$ cat config.mk
export PLATFORM = sky130hd
export DESIGN_NAME = fir_output_fifo_flat
export DESIGN_NICKNAME = d
export VERILOG_FILES = /design/src/rtl/fir_output_fifo_if.sv /design/src/rtl/fir_output_fifo.sv /design/src/flat_wrapper.sv
export SDC_FILE = /design/constraint.sdc
export NUM_CORES = 1
export LEC_CHECK = 0
export ABC_AREA = 1
export BUFFER_PORTS_ARGS = -buffer_cell sky130_fd_sc_hd__buf_2
export CAP_MARGIN = 20
export CORE_UTILIZATION = 56
export DETAILED_ROUTE_END_ITERATION = 6
export GPL_ROUTABILITY_DRIVEN = 0
export HOLD_SLACK_MARGIN = 0.15
export PLACE_DENSITY_LB_ADDON = 0.1
export SLEW_MARGIN = 40
export SYNTH_ARGS = -nofsm -noshare
export SYNTH_HDL_FRONTEND = slang
export SYNTH_SLANG_ARGS = --single-unit
$ cat constraint.sdc
create_clock -name i_clk -period 2.9 [get_ports i_clk]
set_input_delay 0.29 -clock i_clk [delete_from_list [all_inputs] [get_ports i_clk]]
set_output_delay 0.29 -clock i_clk [all_outputs]
set_load 0.1 [all_outputs]
$ cat src/rtl/fir_output_fifo_if.sv
// Valid/ready stream bundle between the FIR filter, the output FIFO and the serializer.
// The slave modport is the FIFO; the master modport is whatever drives both stream sides.
interface fir_output_fifo_if #(
   parameter int DATA_WIDTH = 24,
   parameter int DEPTH      = 16
);
   logic                     i_en;
   logic [DATA_WIDTH-1:0]    iv_din;
   logic                     i_din_valid;
   logic                     o_ready;
   logic [DATA_WIDTH-1:0]    ov_dout;
   logic                     o_dout_valid;
   logic                     i_ready;
   logic [$clog2(DEPTH):0]   o_count;
   logic                     o_almost_full;

   modport slave (
      input  i_en, iv_din, i_din_valid, i_ready,
      output o_ready, ov_dout, o_dout_valid, o_count, o_almost_full
   );

   modport master (
      output i_en, iv_din, i_din_valid, i_ready,
      input  o_ready, ov_dout, o_dout_valid, o_count, o_almost_full
   );
endinterface

$ cat src/rtl/fir_output_fifo.sv
// First-word-fall-through FIFO buffering FIR output words for the serializer.
// Occupancy is tracked in a counter so full and empty never rely on pointer equality.
module fir_output_fifo #(
   parameter int DATA_WIDTH        = 24,
   parameter int DEPTH             = 16,
   parameter int ALMOST_FULL_LEVEL = 12
) (
   input  logic               i_clk,
   input  logic               i_rst,
   fir_output_fifo_if.slave   bus
);
   localparam int AW = $clog2(DEPTH);
   localparam int CW = AW + 1;

   if (DEPTH < 2 || (DEPTH & (DEPTH - 1)) != 0) begin : g_bad_depth
      $error("fir_output_fifo: DEPTH must be a power of two and at least 2");
   end
   if (ALMOST_FULL_LEVEL < 1 || ALMOST_FULL_LEVEL > DEPTH) begin : g_bad_af
      $error("fir_output_fifo: ALMOST_FULL_LEVEL must be in 1..DEPTH");
   end

   logic [DATA_WIDTH-1:0] mem [DEPTH];
   logic [AW-1:0]         wr_ptr;
   logic [AW-1:0]         rd_ptr;
   logic [CW-1:0]         count;
   logic                  not_full;
   logic                  not_empty;
   logic                  ready;
   logic                  dout_valid;
   logic                  wr_fire;
   logic                  rd_fire;

   // Handshake flags depend only on registered occupancy, enable and reset,
   // never on the partner's valid/ready, so no combinational loop can form.
   assign not_full   = (count != CW'(DEPTH));
   assign not_empty  = (count != '0);
   assign ready      = bus.i_en & ~i_rst & not_full;
   assign dout_valid = bus.i_en & not_empty;
   assign wr_fire    = bus.i_din_valid & ready;
   assign rd_fire    = dout_valid & bus.i_ready;

   // NOTE: storage has no reset; its contents are don't-care until written and
   // leaving it out of the reset tree lets it map onto plain RAM.
   always_ff @(posedge i_clk) begin
      if (wr_fire) begin
         mem[wr_ptr] <= bus.iv_din;
      end
   end

   // NOTE: all sequential state uses non-blocking assignments so every register
   // samples pre-edge values regardless of block ordering.
   always_ff @(posedge i_clk or posedge i_rst) begin
      if (i_rst) begin
         wr_ptr <= '0;
         rd_ptr <= '0;
         count  <= '0;
      end else begin
         if (wr_fire) begin
            wr_ptr <= wr_ptr + AW'(1);
         end
         if (rd_fire) begin
            rd_ptr <= rd_ptr + AW'(1);
         end
         case ({wr_fire, rd_fire})
            2'b10:   count <= count + CW'(1);
            2'b01:   count <= count - CW'(1);
            default: count <= count;
         endcase
      end
   end

   // Head word comes straight from the RAM head; forced to zero when nothing is
   // held so reset and empty present a clean bus instead of stale storage.
   assign bus.ov_dout       = not_empty ? mem[rd_ptr] : '0;
   assign bus.o_dout_valid  = dout_valid;
   assign bus.o_ready       = ready;
   assign bus.o_count       = count;
   assign bus.o_almost_full = (count >= CW'(ALMOST_FULL_LEVEL));
endmodule

$ cat src/flat_wrapper.sv
// flat-port wrapper written by rule: the top's interface ports become plain ports
module fir_output_fifo_flat 
#(
   parameter int DATA_WIDTH        = 24,
   parameter int DEPTH             = 16,
   parameter int ALMOST_FULL_LEVEL = 12
)
  (i_clk, i_rst, bus_i_en, bus_iv_din, bus_i_din_valid, bus_i_ready, bus_o_ready, bus_ov_dout, bus_o_dout_valid, bus_o_count, bus_o_almost_full);
  fir_output_fifo_if #(.DATA_WIDTH(DATA_WIDTH), .DEPTH(DEPTH)) bus_i ();
  input  logic i_clk;
  input  logic i_rst;
  input wire logic [$bits(bus_i.i_en)-1:0] bus_i_en;
  input wire logic [$bits(bus_i.iv_din)-1:0] bus_iv_din;
  input wire logic [$bits(bus_i.i_din_valid)-1:0] bus_i_din_valid;
  input wire logic [$bits(bus_i.i_ready)-1:0] bus_i_ready;
  output wire logic [$bits(bus_i.o_ready)-1:0] bus_o_ready;
  output wire logic [$bits(bus_i.ov_dout)-1:0] bus_ov_dout;
  output wire logic [$bits(bus_i.o_dout_valid)-1:0] bus_o_dout_valid;
  output wire logic [$bits(bus_i.o_count)-1:0] bus_o_count;
  output wire logic [$bits(bus_i.o_almost_full)-1:0] bus_o_almost_full;
  assign bus_i.i_en = bus_i_en;
  assign bus_i.iv_din = bus_iv_din;
  assign bus_i.i_din_valid = bus_i_din_valid;
  assign bus_i.i_ready = bus_i_ready;
  assign bus_o_ready = bus_i.o_ready;
  assign bus_ov_dout = bus_i.ov_dout;
  assign bus_o_dout_valid = bus_i.o_dout_valid;
  assign bus_o_count = bus_i.o_count;
  assign bus_o_almost_full = bus_i.o_almost_full;
  fir_output_fifo #(.DATA_WIDTH(DATA_WIDTH), .DEPTH(DEPTH), .ALMOST_FULL_LEVEL(ALMOST_FULL_LEVEL)) u_core (.i_clk(i_clk), .i_rst(i_rst), .bus(bus_i));
endmodule
==> summary.md <==
| Metric | Value |
|---|---|
| Iteration-0 DRC Markers | around 1200 |
| Fin nets | between 1500 and 2000 |
| Most common library cells after synthesis | 503 x nand2_1, 384 x edfxtp_1, 300 x nand3_1 |
| Die X | between 150 and 200 um |
| Mapped Avg Cell Area | between 10 and 15 um^2 |
| Hold WS | about 0.15 ns |
| Io pins | 61 |
| Static Leakage | about 0.0072 uW |
| Number of synthesized flops with an enable pin | roughly 380 |
| Crit path buffers/inverters | 3 |
| Final setup viols | 0 |
| CP startpoint kind | flip-flop |
| Sequential cell area fraction in the yosys report | 72.22% |
| Share of cells above drive strength 1 | approximately an eighth |
| Clock skew | roughly 0.0085 ns |
| TritonCTS clock tree | done |
| Core Area | 28780 um^2 |
| Worst min path class | input pin to flip-flop |
| Max-Cap Viols | 0 |
| Final TNS setup | 0 ns |
| Area contributors post-synth | edfxtp_1 70%, nand2_1 12%, nand3_1 9.1% |
| Ys flop type | edfxtp_1 |
| Hold Vio Cnt, Final | 0 |
| PD cells | ~1200 nW/um^2 |
| Number of global-route vias before repair | approximately 10000 |
| Kind of cell adding the most delay to the critical path | buffers and inverters |
| Synth Cell Area | ~16000 um^2 |
| Clk root buf | clkbuf_16 |
| DRT antenna net count | 0 |
| Critical path endpoint category | output port |
| Finished Cell Area | roughly 19000 um^2 |
| Critical Path Max Stage Delay | 0.55 ns |
| Post-Syn Instances | about 1400 |
| Unrepaired setup endpoints after global routing | false |
| Largest net degree at the start of global routing | around 120 |
| Crit path arrival time | between 2 and 3 ns |
| Gr ovfl total | 0 |
| Antenna cells | 0 |
| Cts bufs inserted | 40 |
| Crit-path slowest cell | dfrtp_4 |
| Min Tclk post-route | 2.819 ns |
| Final worst path period share | 97.19% |
| Vias per cell | approximately 5.7 |
| Die Ht | approximately 170 um |
| Crit Path Max Fanout | about 70 |
| Outcome | complete, no violations |
| Slew HR | a little over half |
| Number of port buffers | 60 |
| Final std cells w/o fill | roughly 1900 |
| Yosys reg bits | between 300 and 400 |
| Row count | between 60 and 70 |
| Post-route DRC | 0 |
| Cell Chain, Critical Path | inv_6, buf_16, nand2_1, nand3_1, nand3_1, nand2_1, nand2_1, a21oi_1, buf_12 |
| CTS clk-pin slew, worst paths | 0.06 ns |
| Syn-to-layout area delta | 16.54% |
| Synth Net Count | roughly 1400 |
| DP Cell Count | around 1800 |
| Sink Count | a little under 400 |
| Design Power | 22100 uW |
| Count leader, synth | nand2_1 |
| Max Buffers Root-to-Sink | 3 |
| Drt first pass iters | 5 |
| Post-synth ARST share | around 3.3% |
| Total GRT Usage | a little over a quarter |
| Yosys top cell by area | edfxtp_1 |
| Peak supply drop | approximately 1.4 mV |
| Fmax | about 0.35 GHz |
| Worst EP required | 2.61 ns |
| Synth warnings | 0 |
| Clock insertion delay at the later pin of the skew report | 0.52 ns |
| Max Slew Vio Count | 0 |
| First-pass GRT wire length | around 60000 um |
| WS Path Type | flip-flop to output port |
| Cell mode on critical path | nand2_1 |
| Die Area | roughly 30000 um^2 |
| Antenna violations before repair | 0 |
| Yosys top cell area share | between 70% and 80% |
| Worst-Margin Slew | around 0.7 ns |
| CTS H-tree lvls | 2 |
| Placed cell area | ~18000 um^2 |
| Hpwl dp | 19930 um |
| Initial core utilization | 57.04% |
| Vias after detailed routing | ~11000 |
| Post-synth cell types | 24 |
| WL/cell | approximately 20 um |
| Post-Route WL | 38470 um |
## layer usage
layer	part of all wire, %	vias up	track usage [%]
met1	43	5204	36.46
met5	0	-	0
li1	-	5014	-
met4	2.6	0	9.071
met3	6.1	75	3.531
met2	48	361	43.16
## layout by cell type (no fill, tap or decap)
master / n
a21o_1: 1
a21oi_1: 19
a21oi_2: 6
buf_12: 36
buf_16: 2
buf_2: 36
buf_4: 29
buf_6: 1
bufinv_16: 2
clkbuf_1: 6
clkbuf_16: 41
clkinv_1: 18
clkinv_2: 4
clkinv_4: 1
clkinvlp_4: 2
dfrtp_1: 6
dfrtp_2: 5
dfrtp_4: 2
dlygate4sd3_1: 21
edfxtp_1: 384
ha_1: 9
inv_1: 22
inv_2: 1
inv_6: 1
nand2_1: 503
nand3_1: 300
nand4_1: 4
nor2_1: 4
nor2_4: 2
nor3_4: 14
o21ai_0: 4
o21bai_1: 1
xnor2_1: 4
xor2_1: 7
## registers in the layout, summed over array words and instances (netlist names)
signal,count
u_core.mem,384
u_core.bus.o_count,5
u_core.wr_ptr,4
u_core.rd_ptr,4
## power breakdown
| part | internal (uW) | switching, uW |
|---|---|---|
| Sequential | 6530 | 218 |
| Combinational | 3180 | 7380 |
| Clock | 2740 | 2050 |
## logic make-up (layout without fill, tap and decap cells)
group / count (synthesis) / after routing / share of synthesized area, %
xor gates and xnor gates: 11 / 11 / 0.5868
and+or+nand+nor: 827 / 827 / 21.36
DFF: 397 / 397 / 72.22
AOI/OAI and AO/OA: 31 / 31 / 0.9756
adders and majority gates: 9 / 9 / 0.6859
buffers and inverters: 111 / 223 / 4.169
## worst paths after layout
kind | from | to | slack [ns] | cells after the start
max in group asynchronous | i_rst | u_core.rd_ptr[1]$_DFFE_PP0P_ | 2.36 | 4
worst max register to register | u_core.bus.o_count[0]$_DFFE_PP0P_ | u_core.bus.o_count[4]$_DFFE_PP0P_ | 0.53 | 13
min in group asynchronous | i_rst | u_core.rd_ptr[0]$_DFFE_PP0P_ | 0.34 | 4
worst min register to register | u_core.bus.o_count[0]$_DFFE_PP0P_ | u_core.bus.o_count[0]$_DFFE_PP0P_ | 0.52 | 1
worst min-delay path | bus_iv_din[21] | u_core.mem[0][21]$_DFFE_PP_ | 0.15 | 1
worst max-delay path | u_core.rd_ptr[0]$_DFFE_PP0P_ | bus_ov_dout[2] | 0.08 | 9
## stage by stage
step	setup WS [ns]	utilization, %
2_1_floorplan	-0.4081	-
3_3_place_gp	0.5450	61.41
3_5_place_dp	0.5366	61.41
4_1_cts	0.03743	66.33
5_1_grt	0.007339	66.48
6_report	0.08141	66.48
## timing repair
action	CTS	global route
gates resized for setup	1	9
hold endpoints to repair	267	0
hold buffers	21	0
buffers inserted	0	0
setup endpoints to repair	2	11
cloned	0	0
## worst reg2reg max path: cells and delay by family, from the launching register on
family | cells | cell delay [ns]
xor gates and xnor gates | 1 | 0.24
and+or+nand+nor | 8 | 0.85
buffers and inverters | 1 | 0.12
AOI/OAI and AO/OA | 1 | 0.13
adders and majority gates | 2 | 0.50
DFF | 1 | 0.44
## cell type report
class | instances | area [um^2]
flip-flops and latches | 397 | 11870
fillers | 2108 | 9648
multi-input cells | 878 | 4071
repair buffers | 125 | 1395
clock buffers | 47 | 1049
well taps | 384 | 480.5
clock inverters | 25 | 155.1
inverters | 26 | 111.4
Note: power is estimated with default switching activity, not from simulation.
